<file path="config.mk">
export PLATFORM = sky130hd
export DESIGN_NAME = rgb2ycbcr_framer
export DESIGN_NICKNAME = d
export VERILOG_FILES = /design/src/rtl/rgb2ycbcr_framer.sv
export SDC_FILE = /design/constraint.sdc
export NUM_CORES = 1
export LEC_CHECK = 0
export CORE_UTILIZATION = 60
export DETAILED_ROUTE_END_ITERATION = 8
export GPL_TIMING_DRIVEN = 0
export PLACE_DENSITY = 0.85
export RECOVER_POWER = 25
export SLEW_MARGIN = 10
export SYNTH_ARGS = -nofsm -noshare
export SYNTH_HDL_FRONTEND = slang
export SYNTH_SLANG_ARGS = --single-unit
</file>
<file path="constraint.sdc">
create_clock -name clk -period 8.3 [get_ports clk]
set_input_delay 1.66 -clock clk [delete_from_list [all_inputs] [get_ports clk]]
set_output_delay 1.66 -clock clk [all_outputs]
set_load 0.05 [all_outputs]
</file>
<file path="src/rtl/rgb2ycbcr_framer.sv">
// RGB to BT.601 limited-range YCbCr converter. Three pipeline stages carry
// line/frame position flags for each pixel alongside the colour data.
module rgb2ycbcr_framer #(
  parameter int unsigned DATA_WIDTH = 8,
  parameter int unsigned H_ACTIVE   = 1280,
  parameter int unsigned V_ACTIVE   = 720
) (
  input  logic                  clk,
  input  logic                  reset,
  input  logic [DATA_WIDTH-1:0] r_data,
  input  logic [DATA_WIDTH-1:0] g_data,
  input  logic [DATA_WIDTH-1:0] b_data,
  input  logic                  data_i_valid,
  input  logic                  frame_restart,
  output logic [DATA_WIDTH-1:0] y_data,
  output logic [DATA_WIDTH-1:0] cb_data,
  output logic [DATA_WIDTH-1:0] cr_data,
  output logic                  data_o_valid,
  output logic                  data_o_sop,
  output logic                  data_o_eop,
  output logic                  data_o_sof
);

  localparam int unsigned IW = DATA_WIDTH + 10;
  localparam int unsigned XW = (H_ACTIVE > 1) ? $clog2(H_ACTIVE) : 1;
  localparam int unsigned YW = (V_ACTIVE > 1) ? $clog2(V_ACTIVE) : 1;
  localparam int unsigned O  = 1 << (DATA_WIDTH - 8);

  localparam logic signed [IW-1:0] RND   = IW'(128 * O);
  localparam logic signed [IW-1:0] OFF_Y = IW'(16 * O);
  localparam logic signed [IW-1:0] OFF_C = IW'(128 * O);
  localparam logic signed [IW-1:0] MAXV  = IW'((1 << DATA_WIDTH) - 1);

  // Row-major coefficient matrix: Y, Cb, Cr rows times R, G, B columns.
  localparam int COEF [9] = '{66, 129, 25, -38, -74, 112, 112, -94, -18};

  logic [XW-1:0] x_q, x_d, px;
  logic [YW-1:0] y_q, y_d, py;
  logic          sop_in, eop_in, sof_in;

  logic v1_q, sop1_q, eop1_q, sof1_q;
  logic v2_q, sop2_q, eop2_q, sof2_q;

  logic signed [IW-1:0] comp [3];
  logic signed [IW-1:0] p_d  [9];
  logic signed [IW-1:0] p_q  [9];
  logic signed [IW-1:0] s_d  [3];
  logic signed [IW-1:0] s_q  [3];
  logic signed [IW-1:0] t_y, t_cb, t_cr;

  function automatic logic [DATA_WIDTH-1:0] clamp_px(input logic signed [IW-1:0] v);
    logic [DATA_WIDTH-1:0] res;
    if (v[IW-1])       res = '0;
    else if (v > MAXV) res = '1;
    else               res = v[DATA_WIDTH-1:0];
    return res;
  endfunction

  // Position of the incoming pixel and next counter values; restart forces (0,0).
  always_comb begin
    px = x_q;
    py = y_q;
    x_d = x_q;
    y_d = y_q;
    if (frame_restart) begin
      px = '0;
      py = '0;
    end
    if (data_i_valid) begin
      if (px == XW'(H_ACTIVE - 1)) begin
        x_d = '0;
        y_d = (py == YW'(V_ACTIVE - 1)) ? '0 : py + YW'(1);
      end else begin
        x_d = px + XW'(1);
        y_d = py;
      end
    end else if (frame_restart) begin
      x_d = '0;
      y_d = '0;
    end
    sop_in = data_i_valid && (px == '0);
    eop_in = data_i_valid && (px == XW'(H_ACTIVE - 1));
    sof_in = data_i_valid && (px == '0) && (py == '0);
  end

  // Datapath arithmetic for all three stages.
  always_comb begin
    comp[0] = $signed(IW'(r_data));
    comp[1] = $signed(IW'(g_data));
    comp[2] = $signed(IW'(b_data));
    for (int k = 0; k < 9; k++) begin
      p_d[k] = $signed(IW'(COEF[k])) * comp[k % 3];
    end
    for (int c = 0; c < 3; c++) begin
      s_d[c] = p_q[3*c] + p_q[3*c+1] + p_q[3*c+2] + RND;
    end
    t_y  = (s_q[0] >>> 8) + OFF_Y;
    t_cb = (s_q[1] >>> 8) + OFF_C;
    t_cr = (s_q[2] >>> 8) + OFF_C;
  end

  // Intermediate data registers hold don't-care values while invalid.
  always_ff @(posedge clk) begin
    p_q <= p_d;
    s_q <= s_d;
  end

  always_ff @(posedge clk) begin
    if (reset) begin
      x_q          <= '0;
      y_q          <= '0;
      v1_q         <= 1'b0;
      sop1_q       <= 1'b0;
      eop1_q       <= 1'b0;
      sof1_q       <= 1'b0;
      v2_q         <= 1'b0;
      sop2_q       <= 1'b0;
      eop2_q       <= 1'b0;
      sof2_q       <= 1'b0;
      data_o_valid <= 1'b0;
      data_o_sop   <= 1'b0;
      data_o_eop   <= 1'b0;
      data_o_sof   <= 1'b0;
      y_data       <= '0;
      cb_data      <= '0;
      cr_data      <= '0;
    end else begin
      x_q          <= x_d;
      y_q          <= y_d;
      v1_q         <= data_i_valid;
      sop1_q       <= sop_in;
      eop1_q       <= eop_in;
      sof1_q       <= sof_in;
      v2_q         <= v1_q;
      sop2_q       <= sop1_q;
      eop2_q       <= eop1_q;
      sof2_q       <= sof1_q;
      data_o_valid <= v2_q;
      data_o_sop   <= sop2_q;
      data_o_eop   <= eop2_q;
      data_o_sof   <= sof2_q;
      y_data       <= clamp_px(t_y);
      cb_data      <= clamp_px(t_cb);
      cr_data      <= clamp_px(t_cr);
    end
  end

endmodule
</file>
# ---- After elaboration in Yosys (flattened, before gate mapping)
# Index checks and enable logic that the tools add are counted.
dict set report totals {
  regBits 253
  out_inout_bits 28
}
dict set report op_classes {
  addsub 14
  mul 9
  magnitude_cmp 3
  n_eq_ne 2
  mux 10
  n_reduce_logical 8
}
# op n
set ops {}
lappend ops {{$add 18x18->18} 4}
lappend ops {{$add 18x9->18 const B} 3}
lappend ops {{$mux 10} 4}
lappend ops {{$gt 11x9->1 const B} 3}
lappend ops {{$mux 11} 3}
lappend ops {{$mul 7x9->16 const A} 2}
lappend ops {{$mux 8} 3}
lappend ops {{$add 10x9->11 const B} 2}
lappend ops {{$mul 3x8->11 const A} 2}
lappend ops {{$add 18x14->18} 1}
lappend ops {{$add 18x17->18} 1}
lappend ops {{$mul 8x8->16 const A} 1}
lappend ops {{$mul 6x9->15 const A} 1}
lappend ops {{$mul 5x9->14 const A} 1}
lappend ops {{$mul 6x8->14 const A} 1}
lappend ops {{$mul 5x8->13 const A} 1}
lappend ops {{$add 10x6->11 const B} 1}
lappend ops {{$add 11x1->11 const B} 1}
lappend ops {{$eq 11x11->1 const B} 1}
lappend ops {{$logic_not 11->1} 1}
lappend ops {{$add 10x1->10 const B} 1}
lappend ops {{$eq 10x10->1 const B} 1}
lappend ops {{$logic_not 10->1} 1}
lappend ops {{$reduce_or 2->1} 3}
lappend ops {{$logic_and 1x1->1} 3}

# ---- Depth between registers and ports, before layout
# Gate-level depths: netlist of the first run.
dict set report logic_depth {
  depth_word 5
  mapped_depth 18
  depth_no_buf 18
}

# ---- Worst setup path after synthesis of the first run
# OpenSTA, ideal clock, no wires.
dict set report synth_timing {
  path_kind {input -> register}
  startpoint {input port b_data[2]}
  endpoint {register p_q[13] (netlist bit)}
  setup_ns 0.115
  arrival_ns 4.836
  required_ns 8.185
  slack_ns 3.349
  cell_stages 15
  path_buffers 0
  path_cell_list {inv_1 -> fa_1 -> inv_1 -> ha_1 -> inv_1 -> fa_1 -> inv_1 -> ha_1 -> a21o_1 -> a21oi_1 -> o21ai_0 -> a21oi_1 -> o21ai_1 -> or4b_1 -> and3_1}
}
# element line
set synth_rtl {}
lappend synth_rtl {{start: declaration} 12} ;# input logic [DATA_WIDTH-1:0] b_data,
lappend synth_rtl {{end signal: assignment} 104} ;# p_q <= p_d;
lappend synth_rtl {{end: declaration} 46} ;# logic signed [IW-1:0] p_q [9];

==> flow_summary.yaml, run 1 <==
finish:
  final_core_util: 0.695
  drive_gt1_frac: 0.0345
  diodes: 0
  syn_to_final_growth_pct: 11.8
  finalNonFillerCells: 1673
  layout.nets: 1797
sta:
  fin_crit_sh: 0.735
  fmax_mhz: 164
  slew_viol_final: 0
  setup_viol: 0
  worst_pin_slew_ns: 0.843
  worst_slack_ns: 2.20
  timing.hold.ws_ns: 0.434
  fin_crit_ns: 6.10
  tns_ns: 0
  slew_headroom: 0.437
  rsz0062_at_grt: "false"
  hold_violations: 0
  skew_ns: 0.00850
logic_synthesis:
  synth_fa_ha_area_frac: 0.411
  postSynth.asyncResetShare: 0
  post-synth-top-count-cell: "ha_1"
  ys_seq_area_frac: 0.295
  synth_top_flop_cell: "dfxtp_1"
  yosysTopAreaCellShare: 0.295
  synthSimpleGateAreaFrac: 0.0867
  synth_area_leader_cell: "dfxtp_1"
  synth_top_family_by_area: "adder cells"
  synth_xor_area_frac: 0.0625
  ys_seq_elements: 202
  yosys-mux-area-fraction: 0.00228
  syn_nets: 1720
  yosys-top-cells-count: "ha_1, dfxtp_1, inv_1"
  synth_edf_count: 0
  ys_top_cells_by_area: "dfxtp_1, ha_1, fa_1"
  syn-cell-area_sq_um: 13700
  synth.distinct_cells: 60
  ys.warnings.count: 0
  synth-compound-area-share: 0.0915
  synth_cells: 1301
  syn_area_per_cell_sq_um: 10.6
grt:
  grt_pass1_vias: 9642
  grt_pass1_wl_mm: 44.9
  grt_util_all_layers: 0.238
  grt_antenna_before_repair: 1
  grt-ovfl-total: 0
  grt_start_max_net_pins: 14
critical_path:
  cp-start-kind: "primary input"
  path_cells: "dlygate4sd3_1 -> inv_1 -> ha_1 -> inv_1 -> fa_1 -> fa_1 -> inv_1 -> fa_1 -> inv_1 -> ha_1 -> a21oi_1 -> o21ai_0 -> a211oi_1 -> o21bai_1 -> xnor2_1"
  worstSetupEndpointType: "flip-flop"
  critical-path-slowest-cell: "dlygate4sd3_1"
  critPathTopFamily: "adder cells"
  r2r_slack_ns: 5.05
  r2r-end: "s_q[32]"
  crit_top_cell: "inv_1"
  critPathKind: "primary input to flip-flop"
  rr_worst_depth: 10
  arrival_ns: 6.47
  required_ns: 8.67
  r2r_start: "p_q[108]"
  worst-path-stages: 15
  cp.buffers_inverters: 5
  max_stage_delay_ns: 0.89
  crit_fanout: 10
clock_network:
  path_clk_slew_ns: 0.06
  post_cts_resized: 0
  htree_levels: 1
  cts_sinks: 202
  clockBufferDepth: 3
  clk-insertion-delay-late_ns: 0.51
  post-cts-setup-buffers: 0
  cts_root_buf: "clkbuf_16"
  cts_tree: "done"
  ctsHoldBuffers: 0
  cts_buffers: 22
route:
  vias: 9271
  post_drt_wl_per_cell_um: 16.0
  wl_mm: 26.8
  drc_errors: 0
  vias_per_cell: 5.54
  firstDrtPassIters: 5
  first_iter_violations: 367
  antenna_left: 0
pwr:
  leakage_nw: 7.51
  power_density_nw_per_um2: 381
  peakVddDrop_mv: 0.213
floorplan:
  die_w_um: 153
  start_util: 0.621
  coreArea_sq_um: 22100
  num_rows: 54
  dieArea_sq_um: 23500
  die_h_um: 153
  boundaryPins: 56
flow_run:
  cap_violations: 0
min_path:
  hold_depth: 1
  holdPathEnd: "data_o_sof"
  hp-start: "sof2_q"
  holdCritPathClass: "flip-flop to flip-flop"
run_status:
  status: "finished, final reports clean"
place:
  gp_congestion: 0.884
  portBuffers: 53
  dp_cells: 1634
  hpwl_mm: 21.1
  dpl_worst_slack_ns: 1.86
==> stage by stage <==
step                      power, mW  cell area [sq um]
after floorplan                4.05              13700
after global placement         4.66              14600
after detailed placement       4.83              14600
after CTS                      5.87              15400
after global routing           6.39              15300
final                          5.84              15300
==> placed cells by master, fill, tap and decap left out, types with 11 or more instances in the layout <==
cell	instances
xnor2_1	67
dfxtp_1	202
clkbuf_16	23
nor2_1	54
nand3_1	19
fa_1	98
nand2_1	40
o21a_1	25
clkdlybuf4s50_1	35
nand4_1	11
a21o_1	24
a21oi_1	62
nor3_1	25
and3_1	14
dlygate4sd3_1	18
inv_1	181
nand2b_1	16
xor2_1	31
ha_1	293
nor2b_1	19
o21ai_0	32
==> power breakdown <==
group	internal, mW	total, mW	switching [mW]	leakage (nW)
registers	1.32	1.49	0.170	1.69
logic	1.50	3.36	1.86	5.46
clock network	0.604	0.987	0.383	0.361
total	3.43	5.84	2.41	7.51
==> cell type report <==
type | instances | area (sq um)
well taps | 280 | 350
multi-input cells | 911 | 8970
plain buffers | 7 | 30.0
fillers | 1523 | 6750
flip-flops and latches | 202 | 4040
repair buffers | 53 | 531
clock buffers | 31 | 646
inverters | 181 | 679
clock inverters | 8 | 98.8
==> layer usage <==
layer / vias to the layer above / GRT usage / share of wire
met4: 0 / 0.0851 / 0.029
met1: 4444 / 0.293 / 0.43
met2: 208 / 0.427 / 0.50
met5: - / 0 / 0
met3: 65 / 0.0303 / 0.044
li1: 4554 / - / -
==> worst max-delay path by stage <==
stage	from	to	slack, ns
3_5_place_dp	g_data[4]	p_q[88]	1.86
4_1_cts	g_data[4]	p_q[88]	2.26
3_3_place_gp	g_data[4]	p_q[88]	1.94
5_1_grt	g_data[4]	p_q[88]	2.02
6_report	g_data[4]	p_q[88]	2.20
2_1_floorplan	b_data[2]	p_q[13]	3.35
==> worst reg2reg max path: cells and delay by family, from the launching register on <==
kind	cells	cell delay, ns
flops	1	0.33
simple gates	2	0.32
compound gates	4	1.24
fa+ha+maj	3	1.08
xor+xnor	1	0.14
==> cells by family (layout without fill, tap and decap cells) <==
| kind of cell | after synthesis | count (layout) |
|---|---|---|
| adder cells (fa/ha/maj) | 392 | 392 |
| AO/OA/AOI/OAI | 194 | 194 |
| flip-flops | 202 | 202 |
| XOR/XNOR | 98 | 98 |
| AND/OR/NAND/NOR | 224 | 224 |
| multiplexers | 3 | 3 |
| buffers and inverters | 188 | 280 |
==> flip-flops by register name, indices dropped and copies added (netlist names) <==
name and count:
data_o_sof 1, y_q 10, p_q 115, data_o_valid 1, data_o_eop 1, sof1_q 1, s_q 30, y_data 8
sop2_q 1, v2_q 1, eop2_q 1, v1_q 1, sop1_q 1, cb_data 8, eop1_q 1, sof2_q 1
data_o_sop 1, cr_data 8, x_q 11
No activity file was read; power rests on OpenSTA's default activity.
==> run 2, diff against run 1 <==
Settings changed: CORE_UTILIZATION 60 to 56, PLACE_DENSITY 0.85 to 0.83.
Clock period 8.3 ns to 4.95 ns, I/O delays scaled along.
==> flow_summary.yaml, run 2 (same netlist as run 1, synthesis figures left out) <==
clock_network:
  ctsHoldBuffers: 0
  cts_sinks: 202
  post_cts_resized: 9
  post-cts-setup-buffers: 0
  htree_levels: 1
  clockBufferDepth: 3
  cts_tree: "done"
  path_clk_slew_ns: 0.06
  cts_root_buf: "clkbuf_16"
  cts_buffers: 22
  clk-insertion-delay-late_ns: 0.50
sta:
  tns_ns: 0
  hold_violations: 0
  slew_headroom: 0.409
  fin_crit_ns: 4.78
  rsz0062_at_grt: "false"
  skew_ns: 0.00804
  slew_viol_final: 0
  fin_crit_sh: 0.966
  setup_viol: 0
  fmax_mhz: 209
  worst_pin_slew_ns: 0.885
pwr:
  power_density_nw_per_um2: 640
  p_sw_mw: 4.03
  power.internal_mw: 5.86
  swShare: 0.407
  peakVddDrop_mv: 0.427
  p_comb_frac: 0.568
  power_mw: 9.89
  leakage_nw: 7.58
  clkPwrFrac: 0.179
  power_frac_seq: 0.253
finish:
  final_core_util: 0.650
  diodes: 0
  largest_register_ffs: 115
  finalNonFillerCells: 1713
  layout_commonest_cell: "ha_1"
  top_register: "p_q"
  drive_gt1_frac: 0.0380
  layout.nets: 1797
  mostFrequentLayoutCells: "ha_1, dfxtp_1, inv_1"
  fillers: 1761
  syn_to_final_growth_pct: 12.5
  top_regs: "p_q (115), s_q (30), x_q (11)"
  final_cell_area_sq_um: 15400
grt:
  grt_pass1_vias: 9433
  grt_util_all_layers: 0.228
  grt_antenna_before_repair: 2
  grt-ovfl-total: 0
  grt_start_max_net_pins: 15
  grt_pass1_wl_mm: 44.8
critical_path:
  critical-path-slowest-cell: "fa_1"
  required_ns: 5.34
  critPathKind: "primary input to flip-flop"
  crit_top_cell: "inv_1"
  crit_fanout: 7
  arrival_ns: 5.18
  cp-start-kind: "primary input"
  r2r_start: "p_q[6]"
  worstSetupStartpoint: "g_data[2]"
  max_stage_delay_ns: 0.54
  path_cells: "clkdlybuf4s15_1 -> inv_1 -> ha_1 -> inv_1 -> ha_1 -> inv_1 -> fa_1 -> inv_1 -> fa_1 -> ha_1 -> a21o_1 -> a21o_1 -> a21oi_1 -> o21ai_0 -> a211oi_1 -> o21bai_1 -> xnor2_2"
  worstSetupEndpointType: "flip-flop"
floorplan:
  boundaryPins: 56
  die_w_um: 159
  num_rows: 56
  dieArea_sq_um: 25100
  start_util: 0.578
  coreArea_sq_um: 23800
  die_h_um: 159
place:
  gp_congestion: 0.872
  portBuffers: 53
  hpwl_mm: 20.6
  dpl_cell_area_sq_um: 14700
  dp_cells: 1673
flow_run:
  cap_violations: 0
route:
  post_drt_wl_per_cell_um: 15.6
  antenna_left: 0
  first_iter_violations: 437
  vias: 9092
  firstDrtPassIters: 4
  wl_mm: 26.8
  drc_errors: 0
  vias_per_cell: 5.31
min_path:
  holdCritPathClass: "flip-flop to flip-flop"
  hp-start: "v2_q"
run_status:
  status: "finished, final reports clean"
run 2: changes by cell type in the layout (fill, tap and decap cells not counted), sizes merged, moves of 2 or more:
cell,delta
dlymetal6s2s,+4
dlygate4sd2,+4
clkinv,+2
dlygate4sd3,-14
clkdlybuf4s15,+2
bufinv,+3
run 2: final cells by class:
| type | count | area, sq um | share of cell area |
|---|---|---|---|
| buffer | 7 | 30.0 | 0.00195 |
| clock buffer | 27 | 601 | 0.0389 |
| clock inverter | 13 | 196 | 0.0127 |
| inverter | 181 | 679 | 0.0440 |
| multi-input combinational | 911 | 8980 | 0.582 |
| sequential | 202 | 4040 | 0.262 |
| tap | 319 | 399 | 0.0259 |
| timing repair buffer | 53 | 507 | 0.0328 |
run 2: worst paths after layout:
check                       to  slack, ns  cells after the start
setup / recovery       p_q[88]       0.17                     17
hold / removal    data_o_valid       0.43                      1
setup reg to reg       s_q[16]       1.75                     10
hold reg to reg   data_o_valid       0.43                      1
run 2: worst max-delay path: cells and delay by family:
family | cells | cell delay [ns]
adder cells (fa/ha/maj) | 5 | 1.97
XOR/XNOR | 1 | 0.25
AO/OA/AOI/OAI | 6 | 1.22
buffers and inverters | 5 | 0.72
run 2: power by group through the flow:
stage	Sequential, mW	Clock (mW)	Combinational (mW)
finish	2.50	1.77	5.62
global route	2.55	1.87	6.40
CTS	2.50	1.80	5.64
detailed placement	2.53	0	5.50
global placement	2.52	0	5.31
floorplan	2.76	0	4.02
run 2: through the flow:
step | hold slack (ns) | worst slack, ns
2_1_floorplan | 0.414 | 0.669
3_3_place_gp | 0.420 | -0.754
3_5_place_dp | 0.424 | -0.763
4_1_cts | 0.439 | 0.0119
5_1_grt | 0.465 | 0.00299
6_report | 0.433 | 0.168
run 2: metal layers:
layer / GRT usage / wire length [um] / up-vias
li1: - / - / 4546
met1: 0.291 / 11800 / 4355
met2: 0.402 / 13200 / 143
met3: 0.0250 / 1060 / 48
met4: 0.0733 / 667 / 0
met5: 0 / 0 / -
==> run 3, diff against run 2 <==
Settings changed: CORE_UTILIZATION 56 to 59, DONT_BUFFER_PORTS set to 1, PLACE_DENSITY 0.83 to 0.84, TNS_END_PERCENT set to 1.
==> flow_summary.yaml, run 3 (same netlist as run 1, synthesis figures left out) <==
finish:
  drive_gt1_frac: 0.0395
  layout.nets: 1745
  top_regs: "p_q (115), s_q (30), x_q (11)"
  largest_register_ffs: 115
  top_register: "p_q"
  multiInputGateArea_sq_um: 8970
  layout_commonest_cell: "ha_1"
  mostFrequentLayoutCells: "ha_1, dfxtp_1, inv_1"
  seq_area_sq_um: 4040
  diodes: 0
  syn_to_final_growth_pct: 8.15
  final_cell_area_sq_um: 14800
  fillers: 1648
  finalNonFillerCells: 1627
place:
  portBuffers: 0
  dpl_cell_area_sq_um: 14100
  hpwl_mm: 21.1
  gp_congestion: 0.894
  dpl_worst_slack_ns: 0.351
  dp_cells: 1586
floorplan:
  dieArea_sq_um: 23900
  start_util: 0.604
  die_h_um: 155
  die_w_um: 155
  coreArea_sq_um: 22700
  boundaryPins: 56
  num_rows: 55
clock_network:
  clockBufferDepth: 3
  path_clk_slew_ns: 0.06
  clk-insertion-delay-late_ns: 0.52
  post_cts_resized: 0
  cts_tree: "done"
  htree_levels: 1
  cts_buffers: 23
  ctsHoldBuffers: 0
  cts_root_buf: "clkbuf_16"
  post-cts-setup-buffers: 0
  cts_sinks: 202
grt:
  grt_antenna_before_repair: 2
  grt-ovfl-total: 0
  grt_pass1_vias: 9585
  grt_start_max_net_pins: 16
  grt_util_all_layers: 0.235
  grt_pass1_wl_mm: 44.6
sta:
  skew_ns: 0.0147
  slew_viol_final: 0
  tns_ns: 0
  fin_crit_sh: 0.827
  rsz0062_at_grt: "false"
  slew_headroom: 0.571
  hold_violations: 0
  worst_pin_slew_ns: 0.637
  fmax_mhz: 244
  fin_crit_ns: 4.09
  setup_viol: 0
  worst_slack_ns: 0.857
route:
  antenna_left: 0
  firstDrtPassIters: 5
  first_iter_violations: 450
  post_drt_wl_per_cell_um: 16.6
  drc_errors: 0
  vias_per_cell: 5.54
  vias: 9019
  wl_mm: 27.0
critical_path:
  max_stage_delay_ns: 0.56
  critPathKind: "primary input to flip-flop"
  cp-start-kind: "primary input"
  cp.buffers_inverters: 4
  required_ns: 5.34
  path_cells: "inv_1 -> ha_1 -> inv_1 -> fa_1 -> fa_1 -> inv_1 -> fa_1 -> inv_1 -> ha_1 -> a21oi_1 -> o21ai_0 -> a211oi_1 -> o21bai_1 -> xnor2_1"
  critical-path-slowest-cell: "fa_1"
  critPathTopFamily: "adder cells"
  crit_top_cell: "inv_1"
  arrival_ns: 4.48
  worstSetupEndpointType: "flip-flop"
  crit_fanout: 10
run_status:
  status: "finished, final reports clean"
min_path:
  holdCritPathClass: "flip-flop to flip-flop"
pwr:
  power_density_nw_per_um2: 657
  peakVddDrop_mv: 0.398
  leakage_nw: 7.31
flow_run:
  cap_violations: 0
-- run 3: changes by cell type in the layout (fill, tap and decap cells not counted), moves of 3 or more --
cell,previous run,this run
bufinv_16,5,2
clkbuf_1,13,8
clkdlybuf4s50_1,34,0
clkinv_2,6,2
clkinv_4,0,3
clkinvlp_4,1,5
dlygate4sd2_1,4,0
dlygate4sd3_1,4,0
dlymetal6s2s_1,4,0
-- run 3: layer usage --
metal,global-route usage,part of all wire
met1,0.277,0.41
met4,0.0778,0.029
met5,0,0.00044
met3,0.0398,0.056
met2,0.429,0.50
-- run 3: where the power goes --
part	internal [mW]	leakage, nW	switching [mW]
Clock	0.996	0.358	0.678
Combinational	2.40	5.26	2.86
Sequential	2.22	1.69	0.600
Total	5.61	7.31	4.14
-- run 3: worst paths after layout --
check / start / end / slack, ns / cells past startpoint
setup / recovery: g_data[4] / p_q[88] / 0.86 / 14
hold / removal: sof1_q / sof2_q / 0.43 / 1
setup reg to reg: p_q[108] / s_q[32] / 1.69 / 10
hold reg to reg: sof1_q / sof2_q / 0.43 / 1
-- run 3: metrics by stage --
stage / util / power [mW] / hold slack [ns]
after floorplan: - / 6.78 / 0.414
after global placement: 0.620 / 7.69 / 0.417
after detailed placement: 0.620 / 7.95 / 0.423
after CTS: 0.654 / 9.77 / 0.437
after global routing: 0.654 / 10.6 / 0.449
final: 0.654 / 9.75 / 0.434
-- run 3: area by class of cell --
cell class              count  share of cell area
plain buffers               7             0.00202
clock buffers              27              0.0411
clock inverters            14              0.0102
inverters                 181              0.0458
multi-input cells         911               0.604
flip-flops and latches    202               0.272
well taps                 285              0.0240
